$ cat config.mk
export PLATFORM = sky130hd
export DESIGN_NAME = gray_to_bin_seq
export DESIGN_NICKNAME = d
export VERILOG_FILES = /design/src/rtl/gray_to_bin_seq.sv
export SDC_FILE = /design/constraint.sdc
export NUM_CORES = 1
export LEC_CHECK = 0
export ABC_AREA = 1
export CAP_MARGIN = 10
export CORE_MARGIN = 1
export CORE_UTILIZATION = 40
export CTS_CLUSTER_SIZE = 8
export DETAILED_ROUTE_END_ITERATION = 8
export DONT_BUFFER_PORTS = 1
export PLACE_DENSITY = 0.54
export SLEW_MARGIN = 20
export SYNTH_ARGS = -nofsm -noshare
export SYNTH_HDL_FRONTEND = slang
export SYNTH_SLANG_ARGS = --single-unit
$ cat constraint.sdc
create_clock -name clk -period 1.35 [get_ports clk]
set_clock_uncertainty 0.1 [all_clocks]
set_input_delay 0.135 -clock clk [delete_from_list [all_inputs] [get_ports clk]]
set_output_delay 0.135 -clock clk [all_outputs]
set_load 0.02 [all_outputs]
$ cat src/rtl/gray_to_bin_seq.sv
// gray_to_bin_seq: sequential Gray-to-binary decoder, one bit per cycle, MSB first
// Ports: clk, rst_n (sync, active low); in_valid/in_ready/in_gray accept a word in IDLE;
//        out_valid/out_ready/out_bin present the result in DONE; busy marks BUSY.
// Optional: define G2B_ADJ_CHECK_EN to add adj_err, flagging a non-unit Hamming step
//           between consecutive accepted words.
module gray_to_bin_seq #(
   parameter int N = 4
) (
   input  logic         clk,
   input  logic         rst_n,
   input  logic         in_valid,
   output logic         in_ready,
   input  logic [N-1:0] in_gray,
   output logic         out_valid,
   input  logic         out_ready,
   output logic [N-1:0] out_bin,
   output logic         busy
`ifdef G2B_ADJ_CHECK_EN
   ,
   output logic         adj_err
`endif
);
   localparam int IW = $clog2(N);
   typedef enum logic [1:0] {IDLE, BUSY, DONE} state_t;
   state_t        state_q, state_d;
   logic [IW-1:0] idx_q, idx_d;
   logic [N-1:0]  gray_q, gray_d, work_q, work_d, bin_q, bin_d, step;
   logic          accept, last;
   assign accept = (state_q == IDLE) && in_valid;
   assign last   = (idx_q == '0);
   // work_q shifts left; its LSB always holds the previously resolved bit B[i+1]
   // (zero before the first step), so the new bit is work_q[0] ^ G[i].
   assign step   = {work_q[N-2:0], work_q[0] ^ gray_q[idx_q]};
   always_ff @(posedge clk) begin
      if (!rst_n) begin
         state_q <= IDLE;
         idx_q   <= '0;
         gray_q  <= '0;
         work_q  <= '0;
         bin_q   <= '0;
      end else begin
         state_q <= state_d;
         idx_q   <= idx_d;
         gray_q  <= gray_d;
         work_q  <= work_d;
         bin_q   <= bin_d;
      end
   end
   always_comb begin
      state_d = accept                        ? BUSY :
                (state_q == BUSY && last)     ? DONE :
                (state_q == DONE && out_ready) ? IDLE : state_q;
   end
   always_comb begin
      gray_d = accept ? in_gray : gray_q;
      idx_d  = accept ? IW'(N - 1) : (state_q == BUSY && !last) ? idx_q - 1'b1 : idx_q;
      work_d = accept ? '0 : (state_q == BUSY) ? step : work_q;
      // out_bin only changes when the full word is ready, so it keeps the last result
      bin_d  = (state_q == BUSY && last) ? step : bin_q;
   end
   always_comb begin
      in_ready  = (state_q == IDLE);
      busy      = (state_q == BUSY);
      out_valid = (state_q == DONE);
      out_bin   = bin_q;
   end
`ifdef G2B_ADJ_CHECK_EN
   logic [N-1:0] prev_q, prev_d;
   logic         prev_vld_q, prev_vld_d, adj_q, adj_d;
   always_ff @(posedge clk) begin
      if (!rst_n) begin
         prev_q     <= '0;
         prev_vld_q <= 1'b0;
         adj_q      <= 1'b0;
      end else begin
         prev_q     <= prev_d;
         prev_vld_q <= prev_vld_d;
         adj_q      <= adj_d;
      end
   end
   always_comb begin
      prev_d     = accept ? in_gray : prev_q;
      prev_vld_d = accept ? 1'b1 : prev_vld_q;
      adj_d      = accept ? (prev_vld_q && ($countones(in_gray ^ prev_q) != 1)) : adj_q;
   end
   assign adj_err = adj_q;
`endif
endmodule

After elaboration in Yosys (flattened, before gate mapping)
Index checks and enable logic that the tools add are counted.
- bitwise gates (word level): 2
- equality and inequality tests: 2
- $add $sub $neg: 1
- $lt $le $gt $ge: 1
- multiplexer cells: 7
- reductions and logical operators: 11
- operator list (kind ; count):
    $mux 2 ; 4
    $logic_and 1x1->1 ; 4
    $logic_not 2->1 ; 2
    $reduce_bool 2->1 ; 2
    $lt 2x3->1 const B ; 1
    $reduce_bool 3->1 ; 1
    $bmux 1 s2 ; 1
    $eq 2x1->1 const B ; 1
    $eq 2x2->1 const B ; 1
    $mux 1 ; 2
    $reduce_or 2->1 ; 1
    $sub 2x1->2 const B ; 1
    $logic_not 1->1 ; 1
    $not 1->1 ; 1
    $xor 1x1->1 ; 1
- flip-flop bits (word level): 15
- logic and storage cells: 30
- output and inout bits: 7

Depth between registers and ports, before layout
Gate-level depths: netlist of run 1.
- depth after elaboration: 5
- mapped depth: 8
- mapped depth without buffers: 8

Worst setup path before layout of run 1
Ideal clock, no wire load.
- kind: reg-to-reg
- start point: reg state_q[1]
- end point: reg idx_q[1]
- clock period less this slack: 1.331 ns
- path slack: 0.019 ns
- cell stages (with the launch flop): 7
- buffers on the path: 0
- data arrival time: 1.115 ns
- path through: dfxtp_1 -> nor2_1 -> nand2_2 -> nand2_1 -> inv_1 -> nand2_1 -> a21oi_1
- cells in the longest elaborated chain, start to end: 3
- ends and longest elaborated chain (item ; RTL line ; source):
    from (decl) ; 25 ; state_t state_q, state_d;
    from (signal assigned) ; 42 ; state_q <= state_d;
    $logic_not 2->1 * ; - ;
    named net in_ready ; 12 ; output logic in_ready,
    $logic_and 1x1->1 * ; 29 ; assign accept = (state_q == IDLE) && in_valid;
    $mux 2 or $reduce_bool 2->1 (tied branches) ; - ;
    to (signal assigned) ; 43 ; idx_q <= idx_d;
    to (decl) ; 26 ; logic [IW-1:0] idx_q, idx_d;
Mark *: on every way through the listed nets, which the timed path passes. The rest lies on a longest branch.
A chain may end at the register's enable or synchronous reset.

Worst setup path after layout of run 1
- start point: reg state_q[0]
- end point: out busy
- cells in the longest elaborated chain, start to end: 1
- ends and longest elaborated chain (item ; RTL line ; source):
    $eq 2x1->1 ; 63 ; busy = (state_q == BUSY);
    to (decl) ; 17 ; output logic busy
Every way passes these cells.

==> results of run 1 <==
-- logic make-up (layout without fill, tap and decap cells) --
family / Yosys count / in the layout
AOI/OAI and AO/OA: 16 / 16
buffers and inverters: 13 / 28
adders and majority gates: 1 / 1
and+or+nand+nor: 45 / 45
DFF: 15 / 15
-- cell usage in the layout, fill, tap and decap left out --
| cell type | n |
|---|---|
| a21oi_2 | 1 |
| clkbuf_4 | 3 |
| o21ai_0 | 6 |
| nand2_1 | 24 |
| nor2_4 | 1 |
| nand2_2 | 2 |
| nor2_2 | 1 |
| inv_4 | 1 |
| inv_2 | 3 |
| dfxtp_1 | 14 |
| inv_1 | 9 |
| dfxtp_2 | 1 |
| nor2_8 | 1 |
| buf_4 | 5 |
| nor2_1 | 11 |
| a21oi_1 | 8 |
| dlygate4sd3_1 | 6 |
| nand3_1 | 5 |
| o21a_1 | 1 |
| ha_1 | 1 |
| clkinv_2 | 1 |
-- worst register-to-register path, cell delays in order (launching register included) --
cell,delay [ns]
dfxtp_1,0.36
inv_1,0.06
ha_1,0.20
inv_2,0.10
nand2_1,0.08
nand2_1,0.08
inv_1,0.06
a21oi_1,0.14
-- power groups by stage --
stage	Clock, mW	Combinational (mW)	Sequential (mW)
floorplan	0	0.175	0.521
global placement	0	0.233	0.525
detailed placement	0	0.236	0.526
CTS	0.273	0.253	0.516
global route	0.286	0.288	0.523
finish	0.265	0.255	0.517
-- sequential cells by signal, indices dropped and copies added, names as in the netlist --
register and count:
out_bin 4, idx_q 2, state_q 2, work_q 3, gray_q 4
-- routing by layer --
layer,GRT usage [%],up-vias
met5,0,-
met4,13.1,0
met3,3.45,5
met2,25.5,16
met1,19.3,257
li1,-,311
-- per-stage QoR --
stage / hold slack [ns] / util [%] / setup WS (ns)
after floorplan: 0.171 / - / 0.0191
after global placement: 0.172 / 46.7 / 0.103
after detailed placement: 0.176 / 46.7 / 0.0719
after CTS: 0.00437 / 52.5 / 0.0357
after global routing: 0.0320 / 52.7 / 0.0176
final: 0.00250 / 52.7 / 0.0967
-- timing repair --
item                                    in CTS  in global routing
hold buffers                                 6                  0
endpoints found under the hold margin       14                  0
resized for setup                            0                  3
endpoints found under the setup margin       0                  8
-- final cells by class --
type,count,area [sq um]
timing repair buffer,11,97.6
clock buffer,3,22.5
fill,156,721
inverter,13,51.3
tap,16,20.0
multi-input combinational,62,305
clock inverter,1,5.00
sequential,15,302
-- final timing paths --
kind	depth (start not counted)	end	startpoint
hold reg to reg	2	work_q[2]$_SDFFE_PP0N_	work_q[2]$_SDFFE_PP0N_
hold / removal	2	state_q[0]$_SDFFE_PN0P_	in_valid
setup reg to reg	7	idx_q[0]$_SDFFE_PN0P_	idx_q[0]$_SDFFE_PN0P_
setup / recovery	3	busy	state_q[0]$_SDFFE_PN0P_
==> impl_metrics.tcl, run 1 <==
set metrics [dict create \
    maxSlewViolCount 0 \
    synthMuxAreaShare_pct 0 \
    dr_wl_met3_um 62 \
    vias 589 \
    drc 0 \
    synthFlopType "dfxtp_1" \
    yosysWarnings 0 \
    overflow 0 \
    p_leak_nw 0.360 \
    cp-start-kind "flip-flop" \
    wl_met1_um 605 \
    io_pins 15 \
    crit_required_ns 1.12 \
    max_stage_delay_ns 0.37 \
    rsz0062_at_grt "false" \
    synth_top_area_share_pct 45.9 \
    cts_tree "built" \
    cts_max_path_buffers 2 \
    p_int_mw 0.694 \
    die_area_sq_um 1800 \
    clock_latency_ns 0.29 \
    h-tree-depth 1 \
    ant_nets 0 \
    area_growth_pct 22.8 \
    syn-num-nets 99 \
    cts.clk_slew.worst_paths_ns 0.09 \
    numPortBuffers 0 \
    crit_buf_inv 2 \
    cp_data_arrival_time_ns 1.02 \
    die_h_um 42.4 \
    slew_headroom_pct 78.0 \
    route.met2.wl_um 554 \
    p_switching_mw 0.343 \
    synthesis.area_sq_um 654 \
    cts_buffers 3 \
    seq_power_share_pct 49.8 \
    hp-class "in2reg" \
    power_density_nw_per_um2 1290 \
    critPathKind "reg2out" \
    yosys.area_share.simple_pct 31.2 \
    drv_cap 0 \
    design.core.area_sq_um 1520 \
    status "finished, final reports clean" \
    totalWireLength_um 1270 \
    nets 115 \
    synth_edf_count 0 \
    pwr-share-clk_pct 25.6 \
    max_freq_mhz 798 \
    grt_pass1_wl_um 2140 \
    seq_area_frac_synth_pct 45.9 \
    antenna_found_initial 0 \
    placed_area_sq_um 712 \
    fin_crit_sh_pct 92.8 \
    fin_crit_ns 1.25 \
    path_max_fanout 4 \
    synthArstFlopShare_pct 0 \
    track_usage_pct 16.4 \
    crit_family "flip-flops" \
    dp_hpwl_um 928 \
    ys_seq_elements 15 \
    synth_most_common_cell "nand2_1" \
    tightest_slew_ns 0.328 \
    ys_types 15 \
    wl_per_cell_um 10.5 \
    cts_sinks 15 \
    synth_compound_area_share_pct 13.2 \
    crit_path_cell_trace "inv_2 -> nor2_4 -> buf_4" \
    cp_slowest_cell "dfxtp_2" \
    antenna_cells 0 \
    first_pass_iters 4 \
    hold_viol_final 0 \
    fin_tns_setup_ns 0 \
    layoutNonFillerInstCount 121 \
    grt_pass1_vias 546 \
    r2r_slack_ns 0.11 \
    totalPowerFinal_mw 1.04 \
    cts_setup_buffers 0 \
    synth_fa_ha_area_share_pct 1.91 \
    place.gp.congestion 0.779 \
    post-synth-top-area-cell "dfxtp_1" \
    vias_per_cell 4.87 \
    synth_xor_area_share_pct 0 \
    synth.area.top_cells "dfxtp_1, nand2_1, nor2_1" \
    grt_start_max_net_pins 10 \
    avgSynthCellArea_sq_um 7.27 \
    peakVddDrop_mv 0.646 \
    syn-instance-count 90 \
    routed.top_layer "met4" \
    dpl.cell_count 111 \
    synth_common_cells "nand2_1, dfxtp_1, nor2_1" \
    finalSetupViolCount 0 \
    start_util_pct 42.9 \
    synth_top_family_by_area "simple AND/OR/NAND/NOR gates" \
    pwr-share-comb_pct 24.6 \
    drt-initial-drc-count 7 \
    fin_area_sq_um 803 \
    switching_share_pct 33.1 \
    worstSetupEndpointType "primary output" \
    chipWidth_um 42.4 \
    cts-root-buf "clkbuf_4" \
    drive_gt1_share_pct 19.0 \
    row_count 14 \
]
No activity file was read; power rests on OpenSTA's default activity.
==> run 2: changes to the inputs <==
--- a/config.mk
+++ b/config.mk
@@ -7,11 +7,11 @@
 export LEC_CHECK = 0
 export ABC_AREA = 1
 export CAP_MARGIN = 10
-export CORE_MARGIN = 1
 export CORE_UTILIZATION = 40
 export CTS_CLUSTER_SIZE = 8
 export DETAILED_ROUTE_END_ITERATION = 8
 export DONT_BUFFER_PORTS = 1
+export GPL_TIMING_DRIVEN = 0
 export PLACE_DENSITY = 0.54
 export SLEW_MARGIN = 20
 export SYNTH_ARGS = -nofsm -noshare
==> run 2 against run 1 <==
Total power fell by 1.5%; worst hold slack improved by 0.010 ns; core utilization rose by 0.33 points; first-iteration DRC count fell by 57%; register-to-register slack got worse by 0.07 ns; critical endpoint is now out_bin[3]$_SDFFE_PN0P_; largest power group unchanged.
==> impl_metrics.tcl, run 2 (synthesis gave the netlist of run 1 again) <==
set metrics [dict create \
    grt_start_max_net_pins 10 \
    crit_path_cell_trace "inv_4 -> nor2_4 -> inv_4 -> nor2_8 -> inv_4 -> nor2_2 -> nor2_1" \
    critPathKind "reg2reg" \
    path_depth 7 \
    track_usage_pct 15.8 \
    fin_crit_sh_pct 97.3 \
    maxSlewViolCount 0 \
    cp_slowest_cell "dfxtp_4" \
    max_stage_delay_ns 0.38 \
    cts_max_path_buffers 2 \
    hold_depth 2 \
    fin_hold_ws_ns 0.0126 \
    path_max_fanout 6 \
    design.core.area_sq_um 1520 \
    cts.clk_slew.worst_paths_ns 0.09 \
    drv_cap 0 \
    hold_viol_final 0 \
    status "finished, final reports clean" \
    numPortBuffers 0 \
    cts-root-buf "clkbuf_4" \
    wl_per_cell_um 10.3 \
    cts_tree "built" \
    max_freq_mhz 761 \
    io_pins 15 \
    p_leak_nw 0.346 \
    nets 112 \
    final_common_cell "nand2_1" \
    peakVddDrop_mv 0.606 \
    die_h_um 42.4 \
    antenna_found_initial 0 \
    start_util_pct 42.9 \
    cts_sinks 15 \
    totalPowerFinal_mw 1.02 \
    dp_hpwl_um 868 \
    drt-initial-drc-count 3 \
    hp-class "in2reg" \
    rsz0062_at_grt "true" \
    h-tree-depth 1 \
    worstSetupEndpointType "flip-flop" \
    drive_gt1_share_pct 22.5 \
    first_pass_iters 4 \
    drc 0 \
    critPathMostFrequentCell "inv_4" \
    vias_per_cell 4.92 \
    crit_required_ns 1.43 \
    cp_data_arrival_time_ns 1.39 \
    worstSetupStartpoint "state_q[0]$_SDFFE_PN0P_" \
    grt_pass1_vias 545 \
    fin_crit_ns 1.31 \
    die_area_sq_um 1800 \
    reg2reg_depth 7 \
    tightest_slew_ns 0.307 \
    layout_common_cells "nand2_1, dfxtp_1, nor2_1" \
    antenna_cells 0 \
    min-delay-start "in_valid" \
    r2r-start "state_q[0]$_SDFFE_PN0P_" \
    vias 580 \
    cp-start-kind "flip-flop" \
    clock_latency_ns 0.28 \
    chipWidth_um 42.4 \
    crit_family "simple AND/OR/NAND/NOR gates" \
    cts_buffers 3 \
    power_density_nw_per_um2 1260 \
    area_growth_pct 23.5 \
    overflow 0 \
    totalWireLength_um 1210 \
    slew_headroom_pct 79.5 \
    place.gp.congestion 0.764 \
    crit_buf_inv 3 \
    row_count 14 \
    finalSetupViolCount 0 \
    ant_nets 0 \
    grt_pass1_wl_um 2110 \
]
-- run 2: layer usage --
metal | wire [um] | vias up | global-route usage [%]
met5 | 0 | - | 0
li1 | - | 306 | -
met3 | 70 | 5 | 3.88
met1 | 585 | 253 | 18.6
met4 | 32 | 0 | 11.3
met2 | 525 | 16 | 24.6
-- run 2: metrics by stage --
step | setup WS (ns) | setup TNS (ns) | utilization, % | std cells | instance area [sq um]
after global routing | -0.0465 | -0.145 | 53.0 | 118 | 808
after CTS | 0.0150 | 0 | 50.7 | 117 | 772
after floorplan | 0.0191 | 0 | - | 90 | 654
after detailed placement | -0.116 | -0.655 | 44.3 | 106 | 674
after global placement | -0.0971 | -0.456 | 44.3 | 106 | 674
final | 0.0366 | 0 | 53.0 | 118 | 808
-- run 2: power breakdown --
group,switching (mW),internal (mW)
Sequential,0.0399,0.482
Clock,0.139,0.115
Combinational,0.153,0.0936
Total,0.332,0.690
-- run 2: cell type report --
cell class | instances | area [sq um]
Inverter | 13 | 56.3
Timing Repair Buffer | 8 | 75.1
Fill cell | 152 | 716
Tap cell | 16 | 20.0
Clock buffer | 4 | 26.3
Sequential cell | 15 | 305
Multi-Input combinational cell | 62 | 325
-- run 2: repair_timing --
action | 4_1_cts | 5_1_grt
setup buffers | 1 | 1
endpoints found under the setup margin | 11 | 11
hold buffers | 6 | 0
endpoints found under the hold margin | 14 | 0
resized for setup | 3 | 11
pin swaps | 1 | 0
-- run 2: path summary, 6_finish.rpt --
check | slack (ns) | to
min | 0.01 | state_q[0]$_SDFFE_PN0P_
max | 0.04 | out_bin[3]$_SDFFE_PN0P_
max reg2reg | 0.04 | out_bin[3]$_SDFFE_PN0P_
min reg2reg | 0.38 | work_q[2]$_SDFFE_PP0N_
==> run 3: changes to the inputs <==
--- a/config.mk
+++ b/config.mk
@@ -8,11 +8,10 @@
 export ABC_AREA = 1
 export CAP_MARGIN = 10
 export CORE_UTILIZATION = 40
-export CTS_CLUSTER_SIZE = 8
 export DETAILED_ROUTE_END_ITERATION = 8
 export DONT_BUFFER_PORTS = 1
 export GPL_TIMING_DRIVEN = 0
-export PLACE_DENSITY = 0.54
+export PLACE_DENSITY = 0.56
 export SLEW_MARGIN = 20
 export SYNTH_ARGS = -nofsm -noshare
 export SYNTH_HDL_FRONTEND = slang
==> constraint.sdc (replaced) <==
create_clock -name clk -period 1.1 [get_ports clk]
set_clock_uncertainty 0.1 [all_clocks]
set_input_delay 0.11 -clock clk [delete_from_list [all_inputs] [get_ports clk]]
set_output_delay 0.11 -clock clk [all_outputs]
set_load 0.02 [all_outputs]
==> run 3 against run 2 <==
The run now ends with negative setup slack left; non-clock buffer count is 1 higher; total power increased by 25%; worst setup slack worse by 0.24 ns; final area is 5.4% higher; clock power increased by 25%; critical path depth is the same; sequential power is 23% higher; critical path type unchanged.
==> impl_metrics.tcl, run 3 (synthesis gave the netlist of run 1 again) <==
set metrics [dict create \
    status "complete, but fails checks" \
    violations "negative setup slack" \
    reg2reg_depth 7 \
    die_h_um 42.4 \
    crit_path_cell_trace "inv_4 -> nor2_4 -> inv_4 -> nor2_8 -> inv_6 -> nand2_1 -> a21oi_1" \
    cts.clk_slew.worst_paths_ns 0.10 \
    grt_pass1_wl_um 2190 \
    pwr-share-comb_pct 25.2 \
    layoutNonFillerInstCount 119 \
    overflow 0 \
    drv_cap 0 \
    pwr-share-clk_pct 24.7 \
    start_util_pct 42.9 \
    cts-root-buf "clkbuf_4" \
    crit_required_ns 1.17 \
    wl_per_cell_um 10.1 \
    place.gp.congestion 0.711 \
    h-tree-depth 1 \
    holdPathEnd "work_q[1]$_SDFFE_PP0N_" \
    layout_common_cells "nand2_1, dfxtp_1, nor2_1" \
    max_freq_mhz 766 \
    r2r_slack_ns -0.21 \
    p_int_mw 0.849 \
    numPortBuffers 0 \
    chipWidth_um 42.4 \
    r2r-start "state_q[0]$_SDFFE_PN0P_" \
    fin_tns_setup_ns -2.07 \
    totalWireLength_um 1200 \
    finalSetupViolCount 16 \
    hold_depth 2 \
    clock_latency_ns 0.29 \
    cts_buffers 3 \
    peakVddDrop_mv 0.817 \
    die_area_sq_um 1800 \
    grt_start_max_net_pins 10 \
    setup_slack_ns -0.206 \
    totalPowerFinal_mw 1.28 \
    cp_slowest_cell "dfxtp_4" \
    path_max_fanout 6 \
    first_pass_iters 3 \
    fin_crit_sh_pct 119 \
    design.core.area_sq_um 1520 \
    drt-initial-drc-count 6 \
    critPathKind "reg2reg" \
    vias_per_cell 4.97 \
    p_switching_mw 0.431 \
    max_stage_delay_ns 0.39 \
    fin_crit_ns 1.31 \
    cts_sinks 15 \
    reg2reg_to "state_q[0]$_SDFFE_PN0P_" \
    fin_area_sq_um 852 \
    final_common_cell "nand2_1" \
    hp-class "reg2reg" \
    cts_tree "built" \
    p_leak_nw 0.356 \
    worstSetupEndpointType "flip-flop" \
    cp_data_arrival_time_ns 1.38 \
    switching_share_pct 33.7 \
    slew_headroom_pct 78.4 \
    ant_nets 0 \
    critPathMostFrequentCell "inv_4" \
    drive_gt1_share_pct 28.2 \
    dpl.cell_count 106 \
    rsz0062_at_grt "true" \
    track_usage_pct 15.9 \
    drc 0 \
    tightest_slew_ns 0.324 \
    antenna_cells 0 \
    min-delay-start "work_q[1]$_SDFFE_PP0N_" \
    preCtsSetupSlack_ns -0.245 \
    hold_viol_final 0 \
    cp-start-kind "flip-flop" \
    cts_max_path_buffers 2 \
    seq_power_share_pct 50.1 \
    dp_hpwl_um 852 \
    area_growth_pct 30.2 \
    power_density_nw_per_um2 1500 \
    antenna_found_initial 0 \
    grt_pass1_vias 554 \
    nets 113 \
    io_pins 15 \
    row_count 14 \
    vias 591 \
    maxSlewViolCount 0 \
    placed_area_sq_um 681 \
]
## run 3: cell types whose count changed in the layout (fill, tap and decap cells not counted), moves of 2 or more
cell / before / now
nor2_4: 2 / 4
o21ai_1: 0 / 2
a21oi_2: 1 / 4
o21ai_0: 6 / 4
a21oi_1: 8 / 5
nor2_2: 2 / 0
## run 3: through the flow
stage | hold WS [ns] | utilization, %
2_1_floorplan | 0.146 | -
3_3_place_gp | 0.149 | 44.7
3_5_place_dp | 0.152 | 44.7
4_1_cts | 0.385 | 53.3
5_1_grt | 0.429 | 55.9
6_report | 0.388 | 55.9
## run 3: worst max-delay path: cells and delay by family, from the launching register on
family | cells | cell delay, ns
AO/OA/AOI/OAI | 1 | 0.05
buffers and inverters | 3 | 0.18
flip-flops | 1 | 0.39
AND/OR/NAND/NOR | 3 | 0.47
## run 3: how the worst max path moves through the flow
stage,startpoint,endpoint,slack [ns],depth (start not counted)
2_1_floorplan,state_q[0]$_SDFFE_PN0P_,out_bin[3]$_SDFFE_PN0P_,-0.11,7
3_3_place_gp,state_q[0]$_SDFFE_PN0P_,out_bin[3]$_SDFFE_PN0P_,-0.24,7
3_5_place_dp,state_q[0]$_SDFFE_PN0P_,out_bin[3]$_SDFFE_PN0P_,-0.25,7
4_1_cts,state_q[0]$_SDFFE_PN0P_,out_bin[3]$_SDFFE_PN0P_,-0.21,7
5_1_grt,state_q[0]$_SDFFE_PN0P_,work_q[0]$_SDFFE_PP0N_,-0.29,7
6_report,state_q[0]$_SDFFE_PN0P_,state_q[0]$_SDFFE_PN0P_,-0.21,7
## run 3: final cells by class
class                      count  area [sq um]
fill                         160           672
tap                           16          20.0
clock buffer                   3          22.5
clock inverter                 1          5.00
inverter                      13          58.8
multi-input combinational     62           352
sequential                    15           309
timing repair buffer           9          85.1
## run 3: timing repair
action,in CTS,in global routing
pin swaps,4,5
hold buffers,7,0
setup buffers,2,0
gates resized for setup,6,15
endpoints found under the setup margin,18,18
hold endpoints to repair,15,0
cloned,0,0
## run 3: power groups by stage
stage,sequential [mW],clock [mW],combinational (mW)
final,0.641,0.317,0.322
after global placement,0.650,0,0.255
after detailed placement,0.651,0,0.257
after floorplan,0.643,0,0.223
after CTS,0.637,0.321,0.303
after global routing,0.649,0.345,0.366
## run 3: per-layer routing
metal  track usage [%]  share of wire [%]  up-vias
met5                 0                  0        -
li1                  -                  -      314
met1              20.1                 44      260
met4              7.50                1.6        0
met3              2.59                4.2        2
met2              26.2                 50       15
==> RTL edit 1 (config.mk and constraints of run 2) <==
Re-encode `state_t` (3 states) as one-hot, 3 bits wide.
--- a/src/rtl/gray_to_bin_seq.sv
+++ b/src/rtl/gray_to_bin_seq.sv
@@ -22,5 +22,5 @@
 );
    localparam int IW = $clog2(N);
-   typedef enum logic [1:0] {IDLE, BUSY, DONE} state_t;
+   typedef enum logic [2:0] {IDLE = 3'b001, BUSY = 3'b010, DONE = 3'b100} state_t;
    state_t        state_q, state_d;
    logic [IW-1:0] idx_q, idx_d;
Function: same outputs for any inputs over 10 cycles, from zero or initial values and one cycle with rst_n low; not proved beyond that.
==> RTL edit 1 against run 2 <==
Non-clock buffer count is the same; total power decreased by 1.3%; synthesized area is 6.9% higher; first-iteration DRC count grew to 3.3 times the old value; cell area up 8.2%; count of clock-buffer cells in the layout down 1; sequential cell count rose by 1; worst setup slack better by 0.014 ns; largest cell class unchanged; fmax increased by 1.1%; via count up 9.8%; routed wire length increased by 25%; critical endpoint is now in_ready.
==> RTL edit 1: results (changes against run 2) <==
metric	value	unit	change
inverters	15		+2
seq_cell_count	16		+1
rr_startpoint	state_q[2]		
grt_util_met3	0.0417		+0.00287
worstPathArrival	1.06	ns	-0.33 ns
grt_pass1_vias	609		+12%
rr_endpoint	state_q[0]		
nets	120		+7.1%
routedWlPerCell	12.1	um	+18%
whs	0.0292	ns	+0.0166 ns
status	completed		
ctsHoldBuffers	7		+1
cts_resized	10		+7
viasPerCell	5.10		+3.7%
cp-startpoint	state_q[0]		
dpl.hpwl	961	um	+11%
ys_seq_area_frac	0.458		-0.000930
rr_worst_depth	5		-2
vias	637		+9.8%
postCtsSetupBuffers	0		-1
buf_share	0.0887		-0.00418
use_met2	0.272		+0.0255
route.met3.wl	54	um	-23%
peakVddDrop	761	uV	+26%
holdPathEnd	state_q[1]		
seq_share	0.375		-0.00289
clkCellAreaFrac	0.0258		-0.00676
yosys.area_share.adder	0.0179		-0.00123
multi_input_comb_cells	67		+8.1%
track_usage	0.178		+0.0207
switchingPower	0.000313	W	-5.7%
use_met1	0.225		+0.0389
synth_nets	107		+8.1%
synth_compound_gate_area_share	0.0859		-0.0461
synth_top_cells_by_count	nand2_1, dfxtp_1, inv_1		
path_max_fanout	5		-1
[RTL edit 1: per-stage QoR]
stage	area, sq um	setup slack, ns
after floorplan	704	0.0800
after detailed placement	724	-0.0714
final	875	0.0505
after global routing	875	-0.0158
after CTS	846	0.00138
after global placement	724	-0.0268
[RTL edit 1: worst max-delay path: cells and delay by family, from the launching register on]
family	cells	cell delay (ns)
buffers and inverters	1	0.05
AND/OR/NAND/NOR	1	0.35
flip-flops	1	0.39
[RTL edit 1: power groups by stage]
stage	Combinational (W)	Sequential, W	Clock [W]
floorplan	0.000137	0.000539	0
global placement	0.000158	0.000545	0
detailed placement	0.000161	0.000544	0
CTS	0.000191	0.000542	0.000258
global route	0.000246	0.000548	0.000277
finish	0.000217	0.000543	0.000248
[RTL edit 1: kinds of logic (layout without fill, tap and decap cells)]
kind of cell               count (synthesis)  after routing
adders and majority gates                  1              1
DFF                                       16             16
AOI/OAI and AO/OA                         12             12
buffers and inverters                     15             26
and+or+nand+nor                           54             54
==> RTL edit 2 (config.mk and constraints of run 2) <==
Without the edit above. `N`: 4 -> 8.
--- a/src/rtl/gray_to_bin_seq.sv
+++ b/src/rtl/gray_to_bin_seq.sv
@@ -5,5 +5,5 @@
 //           between consecutive accepted words.
 module gray_to_bin_seq #(
-   parameter int N = 4
+   parameter int N = 8
 ) (
    input  logic         clk,
Ports: changed (resized in_gray and out_bin); port bits go from 15 to 23. No check against the original RTL was run, so the function may have changed too.
==> RTL edit 2 against run 2 <==
Non-clock buffer count is 18 higher; synthesized cell count grew 74%; sequential cell count grew 13; routed wire length increased by 120%; largest cell class is now sequential cells; cell area up 95%; clock power increased by 120%; the run now ends with negative hold slack left; sequential power rose by 78%; sequential share of layout area decreased by 1.5 points; fmax down 1.9%; worst setup slack worse by 0.026 ns; count of clock-buffer cells in the layout down 1; synthesized area up 78%; total power up 90%.
==> RTL edit 2: results (changes against run 2) <==
metric	value	unit	change
status	finished, violations left		
violations	negative hold slack		
grt_first_pass_wirelength	4.38	mm	+110%
whs	-0.00617	ns	-0.0188 ns
route.met2.wl	1.21	mm	+130%
rr_endpoint	out_bin[0]		
gp_congestion	0.755		-1.3%
insertion_delay	0.33	ns	+0.05 ns
track_usage	0.180		+0.0219
yosys.cell_types.count	19		+4
clock_buffers	3		-1
synth_compound_gate_area_share	0.159		+0.0269
routedWlPerCell	12.6	um	+23%
wirelength	2.69	mm	+120%
rr_worst_depth	8		+1
multi_input_area_share	0.362		-0.0400
synth_top_cells_by_count	nand2_1, dfxtp_1, a21oi_1		
grt_util_met3	0.0302		-0.00856
hold_viol_final	1		+1
place_ws	-0.101	ns	+0.0156 ns
dpl.cell_count	188		+77%
route.met3.wl	113	um	+61%
synth_seq_cells	28		+13
path_max_fanout	5		-1
nNonClkBuffers	26		+18
buf_share	0.165		+0.0717
path_clk_slew	0.15	ns	+0.06 ns
dpl.hpwl	1.66	mm	+91%
[RTL edit 2: cell types whose count changed in the layout (fill, tap and decap cells not counted), moves of 6 or more]
| cell | delta |
|---|---|
| buf_4 | +6 |
| inv_1 | +6 |
| a21oi_1 | +11 |
| dfxtp_1 | +11 |
| dlygate4sd3_1 | +6 |
| nand2_1 | +15 |
[RTL edit 2: critical path, stage by stage (launching register included)]
cell and delay, ns:
dfxtp_4 0.40, inv_4 0.04, nor2_4 0.17, buf_8 0.16
[RTL edit 2: how the worst max path moves through the flow]
stage                       endpoint  slack (ns)  cells after the start
after global routing      out_bin[0]       -0.05                      8
after global placement    out_bin[2]        -0.1                      7
after detailed placement  out_bin[3]       -0.10                      7
final                           busy        0.01                      3
after CTS                 out_bin[6]      -0.005                      7
after floorplan           out_bin[0]        0.04                      9
[RTL edit 2: power breakdown]
part	switching, W	leakage, nW	internal [W]
logic	0.000256	0.371	0.000207
registers	0.0000463	0.231	0.000881
clock network	0.000251	0.0279	0.000300
